<file path="src/rtl/uart_status_tx_if.sv">
// Write port toward simpleuart: strobe and data from the reporter, stall back from the UART.
interface uart_status_tx_if;
    logic        reg_dat_we;
    logic [31:0] reg_dat_di;
    logic        reg_dat_wait;

    modport master (
        output reg_dat_we,
        output reg_dat_di,
        input  reg_dat_wait
    );

    modport slave (
        input  reg_dat_we,
        input  reg_dat_di,
        output reg_dat_wait
    );
endinterface

</file>
<file path="src/rtl/uart_status_tx.sv">
// Sends 4-byte ASCII status messages (cause, digit, CR, LF) describing the RGB LED state
// on request, on state change, or on heartbeat expiry.
module uart_status_tx #(
    parameter int unsigned HEARTBEAT_CYCLES = 32'd12000000
) (
    input  logic             hw_clk,
    input  logic             resetn,
    input  logic [2:0]       rgb_state,
    input  logic             send_req,
    uart_status_tx_if.master uart,
    output logic             busy,
    output logic [15:0]      msg_count
);
    typedef enum logic [1:0] {StIdle, StSend, StDone} state_e;

    localparam logic [7:0] CauseReq    = 8'h52;
    localparam logic [7:0] CauseChange = 8'h43;
    localparam logic [7:0] CauseBeat   = 8'h48;
    localparam bit          HbEnable   = (HEARTBEAT_CYCLES != 0);
    localparam logic [31:0] HbLast     = HbEnable ? 32'(HEARTBEAT_CYCLES - 1) : 32'd0;

    state_e      state_q;
    logic [1:0]  idx_q;
    logic [7:0]  cause_q;
    logic [2:0]  snap_q;
    logic [2:0]  last_sent_q;
    logic        pend_r_q;
    logic        pend_h_q;
    logic [31:0] hb_cnt_q;
    logic        pend_c;
    logic        hb_fire;

    assign pend_c = (rgb_state != last_sent_q);
    // Expiry coinciding with DONE is dropped: the counter clear takes precedence.
    assign hb_fire = HbEnable && (hb_cnt_q == HbLast) && (state_q != StDone);

    function automatic logic [7:0] msg_byte(input logic [1:0] idx, input logic [7:0] cause,
                                            input logic [2:0] snap);
        case (idx)
            2'd0:    msg_byte = cause;
            2'd1:    msg_byte = 8'h30 + {5'd0, snap};
            2'd2:    msg_byte = 8'h0D;
            default: msg_byte = 8'h0A;
        endcase
    endfunction

    always_ff @(posedge hw_clk or negedge resetn) begin
        if (!resetn) begin
            state_q         <= StIdle;
            idx_q           <= 2'd0;
            cause_q         <= 8'd0;
            snap_q          <= 3'd0;
            last_sent_q     <= 3'd0;
            pend_r_q        <= 1'b0;
            pend_h_q        <= 1'b0;
            hb_cnt_q        <= 32'd0;
            busy            <= 1'b0;
            msg_count       <= 16'd0;
            uart.reg_dat_we <= 1'b0;
            uart.reg_dat_di <= 32'd0;
        end else begin
            if (state_q == StDone || hb_fire) begin
                hb_cnt_q <= 32'd0;
            end else if (HbEnable) begin
                hb_cnt_q <= hb_cnt_q + 32'd1;
            end
            if (hb_fire) begin
                pend_h_q <= 1'b1;
            end
            if (send_req) begin
                pend_r_q <= 1'b1;
            end

            case (state_q)
                StIdle: begin
                    if (pend_r_q || pend_c || pend_h_q) begin
                        state_q         <= StSend;
                        idx_q           <= 2'd0;
                        snap_q          <= rgb_state;
                        busy            <= 1'b1;
                        uart.reg_dat_we <= 1'b1;
                        // A request arriving in this very cycle stays pending.
                        if (pend_r_q) begin
                            cause_q         <= CauseReq;
                            uart.reg_dat_di <= {24'd0, CauseReq};
                            pend_r_q        <= send_req;
                        end else if (pend_c) begin
                            cause_q         <= CauseChange;
                            uart.reg_dat_di <= {24'd0, CauseChange};
                        end else begin
                            cause_q         <= CauseBeat;
                            uart.reg_dat_di <= {24'd0, CauseBeat};
                            pend_h_q        <= hb_fire;
                        end
                    end
                end
                StSend: begin
                    if (!uart.reg_dat_wait) begin
                        if (idx_q == 2'd3) begin
                            state_q         <= StDone;
                            uart.reg_dat_we <= 1'b0;
                            uart.reg_dat_di <= 32'd0;
                        end else begin
                            idx_q           <= idx_q + 2'd1;
                            uart.reg_dat_di <= {24'd0, msg_byte(idx_q + 2'd1, cause_q, snap_q)};
                        end
                    end
                end
                StDone: begin
                    state_q     <= StIdle;
                    busy        <= 1'b0;
                    msg_count   <= msg_count + 16'd1;
                    last_sent_q <= snap_q;
                end
                default: state_q <= StIdle;
            endcase
        end
    end
endmodule

</file>
<file path="src/flat_wrapper.sv">
// flat-port wrapper written by rule: the top's interface ports become plain ports
module uart_status_tx_flat 
#(
    parameter int unsigned HEARTBEAT_CYCLES = 32'd12000000
)
  (hw_clk, resetn, rgb_state, send_req, busy, msg_count, uart_reg_dat_we, uart_reg_dat_di, uart_reg_dat_wait);
  uart_status_tx_if uart_i ();
  input  logic hw_clk;
  input  logic resetn;
  input  logic [2:0] rgb_state;
  input  logic send_req;
  output logic busy;
  output logic [15:0] msg_count;
  output wire logic [$bits(uart_i.reg_dat_we)-1:0] uart_reg_dat_we;
  output wire logic [$bits(uart_i.reg_dat_di)-1:0] uart_reg_dat_di;
  input wire logic [$bits(uart_i.reg_dat_wait)-1:0] uart_reg_dat_wait;
  assign uart_reg_dat_we = uart_i.reg_dat_we;
  assign uart_reg_dat_di = uart_i.reg_dat_di;
  assign uart_i.reg_dat_wait = uart_reg_dat_wait;
  uart_status_tx #(.HEARTBEAT_CYCLES(HEARTBEAT_CYCLES)) u_core (.hw_clk(hw_clk), .resetn(resetn), .rgb_state(rgb_state), .send_req(send_req), .uart(uart_i), .busy(busy), .msg_count(msg_count));
endmodule
</file>
<file path="config.mk">
export PLATFORM = sky130hd
export DESIGN_NAME = uart_status_tx_flat
export DESIGN_NICKNAME = d
export VERILOG_FILES = /design/src/rtl/uart_status_tx_if.sv /design/src/rtl/uart_status_tx.sv /design/src/flat_wrapper.sv
export SDC_FILE = /design/constraint.sdc
export NUM_CORES = 1
export LEC_CHECK = 0
export CAP_MARGIN = 20
export CORE_ASPECT_RATIO = 1.25
export CORE_MARGIN = 4
export CORE_UTILIZATION = 49
export CTS_CLUSTER_DIAMETER = 60
export DETAILED_ROUTE_END_ITERATION = 16
export GPL_TIMING_DRIVEN = 1
export MAX_ROUTING_LAYER = met4
export PLACE_DENSITY = 0.81
export SLEW_MARGIN = 20
export SYNTH_ARGS = -nofsm -noshare
export SYNTH_HDL_FRONTEND = slang
export SYNTH_SLANG_ARGS = --single-unit
export TNS_END_PERCENT = 20
</file>
<file path="constraint.sdc">
create_clock -name hw_clk -period 1.95 [get_ports hw_clk]
set_input_delay 0.195 -clock hw_clk [delete_from_list [all_inputs] [get_ports hw_clk]]
set_output_delay 0.195 -clock hw_clk [all_outputs]
set_load 0.005 [all_outputs]
</file>
==> out/metrics.yaml, run 1 <==
outcome: "finished, final reports clean"
clock_latency_ps: 350
timing.final.hold_violations: 0
synthDominantCellAreaShare_pct: 48.9
io_buffer_count: 31
final_min_period_over_clock_period_pct: 99.3
initial_cell_density_of_the_core_pct: 50.1
critical_path_class: "register to register"
fp.dieW_microns: 85.6
maxClockFrequency_mhz: 516
crit_fanout: 6
slew_of_the_pin_with_the_lowest_slew_margin_ps: 530
clkSlewWorstSetupHoldPaths_ps: 80
number_of_max_slew_violations_in_the_final_report: 0
final_setup_fails: 0
irDropWorstVdd_mv: 0.601
floorplan.rows: 35
global_route_wire_length_before_repair_microns: 13400
synthTopCellsByArea: "sky130_fd_sc_hd__dfrtp_1 49%, sky130_fd_sc_hd__xnor2_1 6.4%, sky130_fd_sc_hd__buf_4 5.3%"
finalCriticalPeriod_ps: 1940
seqCellArea_sq_um: 1800
ant_nets: 0
yosys_register_bits: 72
rsz_0062_raised_after_global_routing: "yes"
boundaryPins: 57
gp_routability_congestion: 0.927
yosysUniqueCellTypes: 47
design.die.area_sq_um: 8980
grt_antenna_before_repair: 0
multi_input_area_sq_um: 1740
synthCells: 375
power.density_cell_area_nw_per_um2: 1040
die_height_microns: 105
dpl_cell_area_sq_um: 4100
startpoint_type: "register"
synth.largest_area_cell: "sky130_fd_sc_hd__dfrtp_1"
core_area_sq_um: 7360
drt-wirelength-per-cell_microns: 14.7
fin_nets: 442
timing.critical_path.to_type: "register"
ctsHtreeMaxLevel: 3
crit_path_cell_trace: "or4_4 > nor4_4 > nand4_4 > o21ai_4 > buf_4 > nor2_1"
cts-root-to-sink-buffers: 2
overflow: 0
drt_first_iter_violations: 154
synth.yosys.seq_area_share_pct: 48.9
clock_tree.root_cell: "sky130_fd_sc_hd__clkbuf_8"
postSynth.asyncResetShare_pct: 100
numClockSinks: 72
worst_hold_path_type: "primary input to async pin"
clock_tree_from_tritoncts: "done"
n_fill_cell: 611
critical_path_buffer_and_inverter_count: 1
mean_instance_size_in_the_synthesized_netlist_sq_um: 9.82
cp_data_required_time_ps: 2190
max-cap-violations: 0
routed_via_density: 5.41
cpLargestDelayFamily: "simple AND/OR/NAND/NOR gates"
setup_tns_ps: 0
warnings_from_yosys: 0
static-leakage-power_uw: 0.00194
syn2layout_area_growth_pct: 18.0
cts_inserted_buffers: 9
number_of_global_route_vias_before_repair: 2829
dr_total_vias: 2833
maximum_number_of_pins_on_one_net_before_global_route_repair: 73
synth_flop_cell: "sky130_fd_sc_hd__dfrtp_1"
track_usage_pct: 19.0
report.power.total_uw: 4520
drc: 0
post-place-ws_ps: -238
synth_cell_count_leaders: "72 x sky130_fd_sc_hd__dfrtp_1, 42 x sky130_fd_sc_hd__nor2_1, 39 x sky130_fd_sc_hd__nand2_1"
drt_pass1_iterations: 4
arrival_ps: 2180
post_route_cells_drive_above_1_share_pct: 11.3
worst_slew_margin_rel_pct: 64.7
clock_skew_ps: 15.1
diodes: 0
synth_edf_count: 0
syn_area_sq_um: 3680
wl_microns: 7700
slowest_delay_ps: 560
post-route-cell-area_sq_um: 4350
hpwl_microns: 5480
crit_path_top_delay_cell: "sky130_fd_sc_hd__or4_4"
postLayoutCoreUtil_pct: 59.1
setup_ws_ps: 13.6
r2r_cells: 6
critical_path_depth: 6
yosys.cell_count.top_type: "sky130_fd_sc_hd__dfrtp_1"
[worst paths after layout]
check / start / endpoint / slack (ps)
max in group asynchronous: resetn / u_core.hb_cnt_q[20] / 1260
setup / recovery: u_core.hb_cnt_q[27] / u_core.hb_cnt_q[5] / 10
hold reg to reg: u_core.hb_cnt_q[0] / u_core.hb_cnt_q[0] / 450
min in group hw_clk: send_req / u_core.pend_r_q / 450
setup reg to reg: u_core.hb_cnt_q[27] / u_core.hb_cnt_q[5] / 10
hold / removal: resetn / u_core.hb_cnt_q[3] / 390
[metal layers]
metal  global-route usage [%]  part of all wire (%)
met5                        -                     0
met2                     31.3                    52
met4                     8.48                   2.3
met3                     3.79                   4.6
met1                     22.3                    41
[repair_timing]
action / 4_1_cts / 5_1_grt
cloned: 1 / 0
hold endpoints to repair: 72 / 0
buffers inserted: 0 / 0
resized for setup: 7 / 3
pin swaps: 0 / 0
endpoints found under the setup margin: 24 / 22
hold buffers: 1 / 0
[tightest hold or removal path, delay by kind of cell]
family	cells	cell delay, ps
buffers and inverters	3	950
[state kept, by name, summed over array words and instances (netlist names)]
name and flops:
u_core.cause_q 3, u_core.snap_q 3, u_core.idx_q 2, u_core.busy 1, u_core.state_q 2, u_core.pend_h_q 1
u_core.last_sent_q 3, u_core.uart.reg_dat_di 7, u_core.uart.reg_dat_we 1, u_core.msg_count 16, u_core.hb_cnt_q 32, u_core.pend_r_q 1
[cell usage in the layout (no fill, tap or decap), drive strengths merged, types with 2 or more instances in the layout]
master / instances
clkinv: 5
ha: 8
nor4: 8
nand3: 24
clkdlybuf4s50: 30
nand2b: 3
and4: 5
inv: 10
xnor2: 27
a21oi: 9
nor3: 9
or4: 2
a31oi: 4
nor2: 42
and2: 2
nor4b: 2
o21a: 2
xor2: 15
clkbuf: 10
nor2b: 2
conb: 25
o21ai: 13
dfrtp: 72
mux2: 3
a221oi: 2
and3: 7
nand2: 39
buf: 21
nand4: 15
mux2i: 2
[where the power goes]
part	leakage, uW	total [uW]	internal, uW	switching, uW
sequential	0.000934	2120	1800	323
combinational	0.000916	1350	687	665
clock	0.0000906	1040	468	575
[through the flow]
stage	hold WS (ps)	std cells
floorplan	-101	399
global placement	249	506
detailed placement	251	506
CTS	398	524
global route	437	524
finish	391	524
[kinds of logic (layout without fill, tap and decap cells)]
| group | after synthesis | after routing | share of synthesized area, % |
|---|---|---|---|
| AOI/OAI and AO/OA | 41 | 41 | 7.34 |
| and+or+nand+nor | 162 | 162 | 21.9 |
| adders and majority gates | 8 | 8 | 2.72 |
| xor gates and xnor gates | 42 | 42 | 9.99 |
| muxes | 5 | 5 | 1.46 |
| other | 1 | 25 | 0.102 |
| DFF | 72 | 72 | 48.9 |
| buffers and inverters | 44 | 77 | 7.61 |
[layout make-up]
cell class                 count  area share [%]
inverter                       9           0.777
clock buffer                  10            2.94
multi-input combinational    283            40.0
tap                           92            2.65
clock inverter                 6            1.04
sequential                    72            41.4
timing repair buffer          52            11.2
No activity file was read; power rests on OpenSTA's default activity.
==> inputs of run 2 (changes only) <==
Settings changed: CORE_MARGIN 4 to 2.
==> out/metrics.yaml, run 2 (synthesis gave the netlist of run 1 again) <==
cp_data_required_time_ps: 2190  # about the same
gp_routability_congestion: 0.850  # -8.3%
outcome: "finished, violations left"
worst_slew_margin_rel_pct: 47.1  # -18 points
cts_inserted_buffers: 9  # unchanged
p_switching_uw: 1590  # +1.9%
maxClockFrequency_mhz: 492  # -4.7%
clock_tree_from_tritoncts: "done"
rsz_0062_raised_after_global_routing: "yes"
startpoint_type: "register"
largest_registers: "u_core.hb_cnt_q x32, u_core.msg_count x16, u_core.uart.reg_dat_di x7"
design.die.area_sq_um: 8230  # -8.3%
fp.dieW_microns: 81.6  # -4.7%
intPower_uw: 3130  # +6.1%
slew_of_the_pin_with_the_lowest_slew_margin_ps: 786  # +256 ps
track_usage_pct: 20.9  # +1.9 points
netSwitchingFraction_pct: 33.7  # -0.90 points
wl_microns: 7900  # +2.6%
largest_reg_flops: 32  # unchanged
number_of_global_route_vias_before_repair: 2872  # +1.5%
syn2layout_area_growth_pct: 20.0
finalCriticalPeriod_ps: 2030  # +94.9 ps
number_of_max_slew_violations_in_the_final_report: 0  # unchanged
final_min_period_over_clock_period_pct: 104  # +4.9 points
final_setup_fails: 22  # +22
post-route-cell-area_sq_um: 4420  # +1.7%
critical_path_class: "register to register"
fin_nets: 443  # +0.23%
timing.critical_path.to_type: "register"
diodes: 0  # unchanged
cts-root-to-sink-buffers: 2  # unchanged
worst_hold_path_type: "primary input to async pin"
boundaryPins: 57  # unchanged
max-cap-violations: 0  # unchanged
static-leakage-power_uw: 0.00196  # +0.82%
failing_checks: "negative setup slack"
drc: 0  # unchanged
final_common_cell: "sky130_fd_sc_hd__dfrtp_1"
routed_via_density: 5.48  # +1.3%
setup_ws_ps: -81.3  # -94.9 ps
clock_tree.root_cell: "sky130_fd_sc_hd__clkbuf_8"
global_route_wire_length_before_repair_microns: 13100  # -2.0%
final_cell_mix: "72 x sky130_fd_sc_hd__dfrtp_1, 39 x sky130_fd_sc_hd__nand2_1, 38 x sky130_fd_sc_hd__nor2_1, 30 x sky130_fd_sc_hd__clkdlybuf4s50_1, 27 x sky130_fd_sc_hd__xnor2_1"
die_height_microns: 101  # -3.8%
irDropWorstVdd_mv: 0.533  # -11%
floorplan.rows: 35  # unchanged
arrival_ps: 2270  # +90 ps
top_register: "u_core.hb_cnt_q"
clock_skew_ps: 16.9  # +1.79 ps
pwr-share-comb_pct: 29.8  # about the same
io_buffer_count: 31  # unchanged
post_route_cells_drive_above_1_share_pct: 12.2  # +0.90 points
initial_cell_density_of_the_core_pct: 50.4  # +0.30 points
ctsHtreeMaxLevel: 3  # unchanged
grt_antenna_before_repair: 0  # unchanged
power.density_cell_area_nw_per_um2: 1070  # +2.9%
r2r_cells: 5  # -1
drt_first_iter_violations: 193  # +25%
drt_pass1_iterations: 4  # unchanged
p_clk_share_pct: 25.2  # +2.1 points
core_area_sq_um: 7310  # -0.60%
dpl_cell_area_sq_um: 4120  # +0.31%
drt-wirelength-per-cell_microns: 15.0  # +2.4%
slowest_delay_ps: 710  # +150 ps
clock_latency_ps: 360  # about the same
crit_fanout: 8  # +2
maximum_number_of_pins_on_one_net_before_global_route_repair: 73  # unchanged
crit_path_cell_trace: "nor4_1 > nand4_4 > o21ai_4 > clkbuf_16 > nor2_1"
hpwl_microns: 5290  # -3.5%
overflow: 0  # unchanged
fin_worst_hold_slack_ps: 382  # -8.75 ps
share_seq_of_total_power_pct: 45.0  # -2.0 points
crit_path_top_delay_cell: "sky130_fd_sc_hd__nor4_1"
numClockSinks: 72  # unchanged
timing.final.hold_violations: 0  # unchanged
ant_nets: 0  # unchanged
dr_total_vias: 2876  # +1.5%
clkSlewWorstSetupHoldPaths_ps: 80  # about the same
-- run 2: changes by cell type in the layout (fill, tap and decap cells not counted), sizes merged --
| cell | before | now |
|---|---|---|
| clkbuf | 10 | 12 |
| bufinv | 0 | 1 |
| clkinvlp | 0 | 1 |
| clkinv | 5 | 3 |
| inv | 10 | 9 |
-- run 2: critical path, delay by kind of cell (launching register included) --
| kind | cells | cell delay, ps |
|---|---|---|
| and+or+nand+nor | 3 | 1000 |
| DFF | 1 | 410 |
| AOI/OAI and AO/OA | 1 | 300 |
| buffers and inverters | 1 | 200 |
-- run 2: final cells by class --
type	count	area [sq um]
inverter	9	33.8
timing repair buffer	53	515
clock buffer	11	141
sequential	72	1800
multi-input combinational	283	1760
fill	593	2890
clock inverter	5	56.3
tap	92	115
-- run 2: per-stage QoR --
step	setup TNS (ps)	util, %	setup slack [ps]	cells	total power (uW)
6_report	-1510	60.5	-81.3	525	4730
3_5_place_dp	-1510	56.3	-181	506	3480
5_1_grt	-1460	60.5	-85.0	525	5040
2_1_floorplan	0	-	106	399	2950
3_3_place_gp	-868	56.3	-134	506	3410
4_1_cts	-3.49	59.1	-2.34	523	4680
-- run 2: power groups by stage --
| stage | combinational, uW | sequential [uW] | clock (uW) |
|---|---|---|---|
| final | 1410 | 2130 | 1190 |
| after global routing | 1600 | 2170 | 1270 |
| after CTS | 1360 | 2120 | 1200 |
| after detailed placement | 1340 | 2140 | 0 |
| after global placement | 1280 | 2130 | 0 |
| after floorplan | 890 | 2060 | 0 |
-- run 2: worst paths after layout --
kind,slack [ps],from,endpoint
min reg2reg,460,u_core.hb_cnt_q[0],u_core.hb_cnt_q[0]
max reg2reg,-80,u_core.hb_cnt_q[29],u_core.hb_cnt_q[15]
max,-80,u_core.hb_cnt_q[29],u_core.hb_cnt_q[15]
min,380,resetn,u_core.hb_cnt_q[11]
max in group asynchronous,1250,resetn,u_core.msg_count[14]
min in group hw_clk,460,send_req,u_core.pend_r_q
-- run 2: routing by layer --
metal  global-route usage [%]  routed length (microns)
met1                     24.2                     3200
met5                        -                        0
met2                     33.9                     4110
met4                     11.0                      223
met3                     4.21                      377
-- run 2: repair_timing --
item	4_1_cts	5_1_grt
setup endpoints to repair	2	29
cloned	0	1
buffers inserted	0	1
pin swaps	0	3
hold endpoints to repair	72	0
gates resized for setup	0	13
hold buffers	1	0
